File: src/rtl/burst_ctrl.sv
// Burst controller in front of an n-bit up-counter: presets the counter so its
// carry-out flags the final beat, paces beats over valid/ready, pulses done.
module burst_ctrl #(
  parameter int N = 6
) (
  input  logic         clk,
  input  logic         rst,
  input  logic         start,
  input  logic [N-1:0] len,
  input  logic         abort,
  input  logic         in_valid,
  output logic         in_ready,
  output logic         in_last,
  output logic         busy,
  output logic         done,
  output logic         cnt_ld,
  output logic         cnt_en,
  output logic [N-1:0] cnt_init,
  input  logic         cnt_co
);

  typedef enum logic [1:0] {
    IDLE = 2'd0,
    LOAD = 2'd1,
    RUN  = 2'd2,
    DONE = 2'd3
  } state_t;

  state_t       state_q, state_d;
  logic [N-1:0] cnt_init_q, cnt_init_d;

  always_ff @(posedge clk or negedge rst) begin
    if (!rst) begin
      state_q    <= IDLE;
      cnt_init_q <= '0;
    end else begin
      state_q    <= state_d;
      cnt_init_q <= cnt_init_d;
    end
  end

  always_comb begin
    state_d    = state_q;
    cnt_init_d = cnt_init_q;
    in_ready   = 1'b0;
    in_last    = 1'b0;
    done       = 1'b0;
    cnt_ld     = 1'b0;
    cnt_en     = 1'b0;
    busy       = (state_q != IDLE);
    case (state_q)
      IDLE: begin
        // Two's complement preset: carry-out rises after len-1 increments.
        if (start) begin
          cnt_init_d = -len;
          state_d    = LOAD;
        end
      end
      LOAD: begin
        cnt_ld  = 1'b1;
        state_d = abort ? IDLE : RUN;
      end
      RUN: begin
        if (abort) begin
          state_d = IDLE;
        end else begin
          in_ready = 1'b1;
          cnt_en   = in_valid;
          in_last  = in_valid & cnt_co;
          if (in_valid & cnt_co) state_d = DONE;
        end
      end
      DONE: begin
        done    = 1'b1;
        state_d = IDLE;
      end
      default: state_d = IDLE;
    endcase
  end

  assign cnt_init = cnt_init_q;

endmodule

File: config.mk
export PLATFORM = sky130hd
export DESIGN_NAME = burst_ctrl
export DESIGN_NICKNAME = d
export VERILOG_FILES = /design/src/rtl/burst_ctrl.sv
export SDC_FILE = /design/constraint.sdc
export NUM_CORES = 1
export LEC_CHECK = 0
export ABC_AREA = 0
export CORE_AREA = 5 5 42 44
export CTS_CLUSTER_DIAMETER = 120
export DETAILED_ROUTE_END_ITERATION = 16
export DIE_AREA = 0 0 47 49
export DONT_BUFFER_PORTS = 1
export SYNTH_ARGS = -nofsm -noshare
export SYNTH_HDL_FRONTEND = slang
export SYNTH_SLANG_ARGS = --single-unit
File: constraint.sdc
create_clock -name clk -period 1.9 [get_ports clk]
set_input_delay 0.38 -clock clk [delete_from_list [all_inputs] [get_ports clk]]
set_output_delay 0.38 -clock clk [all_outputs]
set_load 0.005 [all_outputs]
==> metrics.yaml, run 1 <==
outcome: "finished clean"
drv_cap: 0
cpPeakStageDelay_ns: 0.44
overflow: 0
clkTransAtPathRegs_ns: 0.05
initial_core_util_pct: 31.2
drive_gt1_share_pct: 15.2
dp_worst_setup_slack_ns: 0.493
p_per_area_nw_per_um2: 1150
drtAntennaViolNets: 0
rsz0062_at_grt: "false"
hp-start: "abort"
combPwrFrac_pct: 22.9
r2r_start: "state_q[1]"
antenna_found_initial: 0
synth_fa_ha_area_share_pct: 2.87
fin_tns_setup_ns: 0
wl_per_cell_um: 13.6
setup_viol: 0
areaGrowthSynthToFinish_pct: 9.46
clock_skew_ns: 0.00223
met2_length_um: 339
p_leak_nw: 0.225
synth_compound_area_share_pct: 10.3
ir_drop_uv: 359
dr.pass1.iters: 2
report.final.slew_viol_count: 0
synth-simple-area-share_pct: 26.1
initialDrtViolationCount: 2
min_path_cells: 1
syn_area_um2: 437
routed_wl_um: 841
cts_buffer_depth: 2
avgSynthCellArea_um2: 10.2
crit_required_ns: 1.52
min_period_ns: 1.68
cp_cell_sequence: "nor3b_1 -> and3_1"
routed-wl-met3_um: 151
worstMarginPinSlew_ns: 0.376
vias: 289
synth_cell_types: 23
gr-usage-all-layers_pct: 8.37
place_congestion: 0.622
place.port_buffers: 0
dieArea_um2: 2300
core_area_um2: 1400
finalNetCount: 61
synth_edf_count: 0
final.setup.worst_slack_ns: 0.221
top_layer_used: "met4"
cts_made_buffers: 3
core.rowCount: 14
ioPinCount: 24
grt_pass1_vias: 316
crit_path_max_fanout: 7
clock.fmax_mhz: 596
grt_pass1_wl_um: 1310
path_class: "flop to output port"
m1WireLength_um: 345
drc: 0
diodes: 0
hold_viol: 0
via_per_inst: 4.66
syn-instance-count: 43
cp.arrival_ns: 1.30
reg2regPathDepth: 2
period_share_pct: 88.4
ys_seq_elements: 8
synthXorXnorAreaFrac_pct: 8.02
die_h_um: 49
synthesis.nets: 56
clk_latency_ns: 0.25
grt_start_max_net_pins: 12
clkPwrFrac_pct: 23.1
critical_path.startpoint_type: "flop"
hold_class: "primary input to flop"
synth_top_family_by_area: "simple AND/OR/NAND/NOR gates"
synth-seq-area-share_pct: 45.8
fp.dieW_um: 47
final_common_cell: "dfrtp_1"
power.share.switching_pct: 32.1
cp_top_family: "simple AND/OR/NAND/NOR gates"
async_flop_share_pct: 100
worst-r2r-setup-slack_ns: 0.57
synthMuxAreaShare_pct: 2.58
min_to: "state_q[1]"
path_buf_inv: 0
cp_slowest_cell: "dfrtp_1"
cts-root-buf: "clkbuf_4"
final_cell_mix: "8 x dfrtp_1, 5 x nand2_1, 4 x o21ai_0"
yosys_warnings: 0
clkSinkCount: 8
post_cts_buffers: 0
p_switching_mw: 0.176
pwr-share-seq_pct: 54.0
endpoint_kind: "output port"
cts_tree: "done"
ys.flop_type: "dfrtp_1"
p_int_mw: 0.374
htree_levels: 1
rr_endpoint: "cnt_init[1]"
dpl.hpwl_um: 683
slew_headroom_pct: 74.9
-- sequential cells by signal, indices dropped and copies added, names as in the netlist --
| register | count |
|---|---|
| state_q | 2 |
| cnt_init | 6 |
-- synth_stat cells (all sizes together) (2+ instances only) --
| master | instances | area (um^2) |
|---|---|---|
| nor3b | 2 | 15.0 |
| and2 | 2 | 12.5 |
| xor2 | 3 | 26.3 |
| inv | 2 | 7.51 |
| dfrtp | 8 | 200 |
| o21ai | 4 | 20.0 |
| nand2 | 5 | 18.8 |
| nor2 | 2 | 7.51 |
-- per-stage QoR --
stage	hold slack, ns	instances	area [um^2]	utilization, %	power, mW
2_1_floorplan	0.0844	43	437	-	0.399
3_3_place_gp	0.0846	58	445	31.8	0.420
3_5_place_dp	0.0847	58	445	31.8	0.427
4_1_cts	0.185	62	478	34.1	0.564
5_1_grt	0.186	62	478	34.1	0.596
6_report	0.193	62	478	34.1	0.550
-- area by class of cell --
cell class / instances / area [um^2]
clock buffers: 3 / 22.5
fillers: 156 / 923
inverters: 2 / 7.51
multi-input cells: 32 / 218
flip-flops and latches: 8 / 200
well taps: 16 / 20.0
repair buffers: 1 / 10.0
-- kinds of logic (layout without fill, tap and decap cells) --
| group | after synthesis | after routing |
|---|---|---|
| xor+xnor | 4 | 4 |
| mux | 1 | 1 |
| simple gates | 19 | 19 |
| buf+inv | 3 | 6 |
| flops | 8 | 8 |
| compound gates | 7 | 7 |
| fa+ha+maj | 1 | 1 |
-- worst reg2reg max path, cell delays in order, from the launching register on --
cell     delay [ns]
dfrtp_1        0.44
or3b_4         0.49
mux2_2         0.29
-- what timing repair did --
item	in CTS	in global routing
hold buffers	1	0
gates resized for setup	0	0
endpoints found under the hold margin	8	0
-- power groups by stage --
| stage | sequential (mW) | clock [mW] | combinational [mW] |
|---|---|---|---|
| after CTS | 0.299 | 0.135 | 0.129 |
| after global routing | 0.307 | 0.139 | 0.150 |
| after floorplan | 0.282 | 0 | 0.117 |
| after global placement | 0.300 | 0 | 0.120 |
| final | 0.297 | 0.127 | 0.126 |
| after detailed placement | 0.302 | 0 | 0.124 |
-- worst max-delay path by stage --
| stage | start | endpoint | cells past startpoint |
|---|---|---|---|
| after detailed placement | state_q[0] | in_last | 2 |
| after global routing | state_q[1] | in_last | 2 |
| after global placement | state_q[0] | in_last | 2 |
| after CTS | state_q[0] | in_last | 2 |
| after floorplan | state_q[0] | in_last | 2 |
| final | state_q[0] | in_last | 2 |
-- layer usage --
layer / track usage (%) / up-vias
met1: 8.54 / 116
met2: 11.1 / 20
met3: 5.90 / 2
met4: 6.91 / 0
li1: - / 151
met5: 0 / -
Power figures use the tool's default switching activity.
==> run 2, diff against run 1 <==
==> constraint.sdc (replaced) <==
create_clock -name clk -period 1.65 [get_ports clk]
set_input_delay 0.33 -clock clk [delete_from_list [all_inputs] [get_ports clk]]
set_output_delay 0.33 -clock clk [all_outputs]
set_load 0.005 [all_outputs]
==> metrics.yaml, run 2 (synthesized netlist as in run 1, its figures left out) <==
drv_cap: 0
reg2regPathDepth: 2
gr-usage-all-layers_pct: 8.16
report.final.slew_viol_count: 0
crit_path_max_fanout: 7
dieArea_um2: 2300
initial_core_util_pct: 31.2
p_per_area_nw_per_um2: 1310
hold_viol: 0
cp_slowest_cell: "dfrtp_1"
cts_buffer_depth: 2
clock.fmax_mhz: 662
largest_reg_flops: 6
ioPinCount: 24
grt_pass1_wl_um: 1310
worst-r2r-setup-slack_ns: 0.33
final.setup.worst_slack_ns: 0.140
place.port_buffers: 0
areaGrowthSynthToFinish_pct: 10.6
routed_wl_um: 797
cpPeakStageDelay_ns: 0.44
crit_required_ns: 1.32
path_buf_inv: 0
path_class: "flop to output port"
cp_top_family: "simple AND/OR/NAND/NOR gates"
clkSinkCount: 8
min_to: "state_q[1]"
clock_skew_ns: 0.00177
ir_drop_uv: 431
cts_made_buffers: 3
final_cell_mix: "8 x dfrtp_1, 5 x nand2_1, 4 x o21ai_0"
min_path_cells: 1
critical_path.startpoint_type: "flop"
endpoint_kind: "output port"
cp.arrival_ns: 1.18
cp_cell_sequence: "nor3b_2 -> and3_1"
wl_per_cell_um: 12.9
antenna_found_initial: 0
initialDrtViolationCount: 2
die_h_um: 49
core_area_um2: 1400
dp_worst_setup_slack_ns: 0.282
htree_levels: 1
worstMarginPinSlew_ns: 0.357
rsz0062_at_grt: "false"
fin_tns_setup_ns: 0
diodes: 0
drtAntennaViolNets: 0
via_per_inst: 4.77
drive_gt1_share_pct: 17.4
r2r_start: "state_q[1]"
place_congestion: 0.615
rr_endpoint: "cnt_init[1]"
outcome: "finished clean"
vias: 296
finalNetCount: 61
fp.dieW_um: 47
grt_pass1_vias: 322
min_period_ns: 1.51
hp-start: "abort"
core.rowCount: 14
cts-root-buf: "clkbuf_4"
dr.pass1.iters: 2
post_cts_buffers: 0
final_common_cell: "dfrtp_1"
grt_start_max_net_pins: 12
setup_viol: 0
clk_latency_ns: 0.25
hold_class: "primary input to flop"
dpl.hpwl_um: 656
cts_tree: "done"
slew_headroom_pct: 76.2
p_leak_nw: 0.227
period_share_pct: 91.5
overflow: 0
clkTransAtPathRegs_ns: 0.05
drc: 0
==> run 2: cell types whose count changed in the layout (fill, tap and decap cells not counted) <==
cell / before / now
nor3b_1: 2 / 1
nor3b_2: 0 / 1
==> run 2: worst max-delay path by stage <==
stage                          start  endpoint  slack [ns]  cells past startpoint
after floorplan           state_q[0]   in_last        0.39                      2
after global placement    state_q[0]   in_last        0.30                      2
after detailed placement  state_q[0]   in_last        0.28                      2
after CTS                 state_q[0]   in_last        0.12                      2
after global routing      state_q[1]   in_last        0.04                      2
final                     state_q[0]   in_last        0.14                      2
==> run 2: cell type report <==
class                   instances  area (um^2)
multi-input cells              32          223
flip-flops and latches          8          200
well taps                      16         20.0
repair buffers                  1         10.0
fillers                       148          918
clock buffers                   3         22.5
inverters                       2         7.51
==> run 2: worst register-to-register path, cell delays in order (launching register included) <==
cell and delay, ns:
dfrtp_1 0.43, or3b_4 0.48, mux2_2 0.29
==> run 2: what timing repair did <==
| action | CTS | global route |
|---|---|---|
| hold endpoints to repair | 8 | 0 |
| setup endpoints to repair | 1 | 0 |
| resized for setup | 1 | 0 |
| hold buffers | 1 | 0 |
==> run 2: power breakdown <==
part	leakage (nW)	internal, mW	switching (mW)	total (mW)
clock network	0.0138	0.0830	0.0635	0.146
logic	0.114	0.0779	0.0652	0.143
registers	0.0991	0.271	0.0702	0.341
==> run 2: through the flow <==
stage	instances	utilization, %	total power, mW	hold slack, ns	area (um^2)
after detailed placement	58	31.8	0.488	0.0346	445
after global routing	62	34.5	0.689	0.141	483
after global placement	58	31.8	0.484	0.0346	445
after CTS	62	34.5	0.649	0.133	483
after floorplan	43	-	0.460	0.0344	437
final	62	34.5	0.630	0.143	483
==> run 2: metal layers <==
metal | track usage, % | wire (um) | vias up
met5 | 0 | 0 | -
met3 | 5.17 | 155 | 2
met1 | 8.54 | 322 | 123
li1 | - | - | 151
met4 | 6.91 | 5 | 0
met2 | 10.9 | 314 | 20
==> run 3, diff against run 2 <==
==> constraint.sdc (replaced) <==
create_clock -name clk -period 1.4 [get_ports clk]
set_input_delay 0.28 -clock clk [delete_from_list [all_inputs] [get_ports clk]]
set_output_delay 0.28 -clock clk [all_outputs]
set_load 0.005 [all_outputs]
==> metrics.yaml, run 3 (synthesized netlist as in run 1, its figures left out) <==
initial_core_util_pct: 31.2
crit_required_ns: 1.12
overflow: 0
core.rowCount: 14
placed_area_um2: 460
drv_cap: 0
path_class: "flop to output port"
largest_reg_flops: 6
fp.dieW_um: 47
dr.pass1.iters: 4
grt_pass1_wl_um: 1280
htree_levels: 1
die_h_um: 49
worstMarginPinSlew_ns: 0.362
place_congestion: 0.648
dp_cells: 60
clkSinkCount: 8
finalPower_mw: 0.779
dieArea_um2: 2300
antenna_found_initial: 0
slew_headroom_pct: 75.7
final_cell_mix: "7 x dfrtp_1, 5 x nand2_1, 4 x o21ai_0"
grt_pass1_vias: 288
finalNetCount: 64
hold_class: "primary input to flop"
dpl.hpwl_um: 711
worst-r2r-setup-slack_ns: 0.11
report.final.slew_viol_count: 0
outcome: "finished clean"
p_per_area_nw_per_um2: 1520
min_to: "state_q[1]"
ioPinCount: 24
dp_worst_setup_slack_ns: 0.104
vias: 329
n_fill_cell: 155
crit_path_max_fanout: 6
rr_endpoint: "cnt_init[1]"
final_common_cell: "dfrtp_1"
min_period_ns: 1.37
clock_skew_ns: 0.000470
core_area_um2: 1400
cp.arrival_ns: 1.09
clk_latency_ns: 0.25
cts_made_buffers: 3
clkTransAtPathRegs_ns: 0.05
drive_gt1_share_pct: 24.5
diodes: 0
cts_tree: "done"
place.port_buffers: 0
clock.fmax_mhz: 729
period_share_pct: 97.9
setup_viol: 0
areaGrowthSynthToFinish_pct: 17.5
stdcell_count: 65
rsz0062_at_grt: "true"
hold_viol: 0
min_path_cells: 1
wl_per_cell_um: 12.8
final.setup.worst_slack_ns: 0.0287
ir_drop_uv: 543
r2r_start: "state_q[0]"
initialDrtViolationCount: 2
final_area_um2: 513
via_per_inst: 5.06
cts_buffer_depth: 2
drc: 0
drtAntennaViolNets: 0
gr-usage-all-layers_pct: 7.89
hp-start: "abort"
p_leak_nw: 0.244
endpoint_kind: "output port"
cts-root-buf: "clkbuf_4"
critical_path.startpoint_type: "flop"
grt_start_max_net_pins: 12
reg2regPathDepth: 2
routed_wl_um: 835
[run 3: cell count changes in the layout (fill, tap and decap cells not counted), sizes merged]
| cell | previous run | this run |
|---|---|---|
| buf | 0 | 3 |
[run 3: worst max-delay path by stage]
stage / startpoint / to / slack, ns / depth (start not counted)
4_1_cts: state_q[0] / in_last / 0.01 / 2
3_5_place_dp: state_q[0] / cnt_init[1] / 0.10 / 2
2_1_floorplan: state_q[1] / cnt_init[5] / 0.14 / 3
6_report: state_q[1] / busy / 0.03 / 2
3_3_place_gp: state_q[0] / cnt_init[1] / 0.12 / 2
5_1_grt: state_q[0] / in_last / -0.04 / 2
[run 3: where the power goes]
part           leakage, nW  switching, mW  total, mW  internal, mW
Clock               0.0138         0.0707      0.168        0.0976
Sequential          0.0978         0.0786      0.399         0.321
Combinational        0.132         0.0936      0.211         0.118
Total                0.244          0.243      0.779         0.536
[run 3: critical path: stages (launching register included)]
cell and delay [ns]:
dfrtp_1 0.39, buf_4 0.16, or2_2 0.30
[run 3: metal layers]
layer / up-vias / global-route usage (%) / part of all wire [%]
met5: - / 0 / 0
met4: 0 / 6.91 / 0.60
met3: 2 / 3.32 / 17
met2: 21 / 9.28 / 44
met1: 148 / 10.4 / 39
li1: 158 / - / -
[run 3: final cells by class]
class | count | area (um^2) | area share, %
Multi-Input combinational cell | 32 | 229 | 44.6
Sequential cell | 8 | 201 | 39.3
Timing Repair Buffer | 4 | 32.5 | 6.34
Clock buffer | 3 | 22.5 | 4.39
Tap cell | 16 | 20.0 | 3.90
Inverter | 2 | 7.51 | 1.46
[run 3: per-stage QoR]
step / utilization [%] / hold WS, ns / setup TNS [ns]
final: 36.6 / 0.0954 / 0
after global routing: 36.6 / 0.0837 / -0.0643
after CTS: 36.2 / 0.0872 / 0
after detailed placement: 32.9 / -0.0154 / 0
after global placement: 32.9 / -0.0154 / 0
after floorplan: - / -0.0156 / 0
[run 3: repair_timing]
action,in CTS,in global routing
hold endpoints to repair,8,0
hold buffers,1,0
buffers inserted,1,0
pin swaps,1,0
gates cloned,0,0
endpoints found under the setup margin,3,3
gates resized for setup,2,1
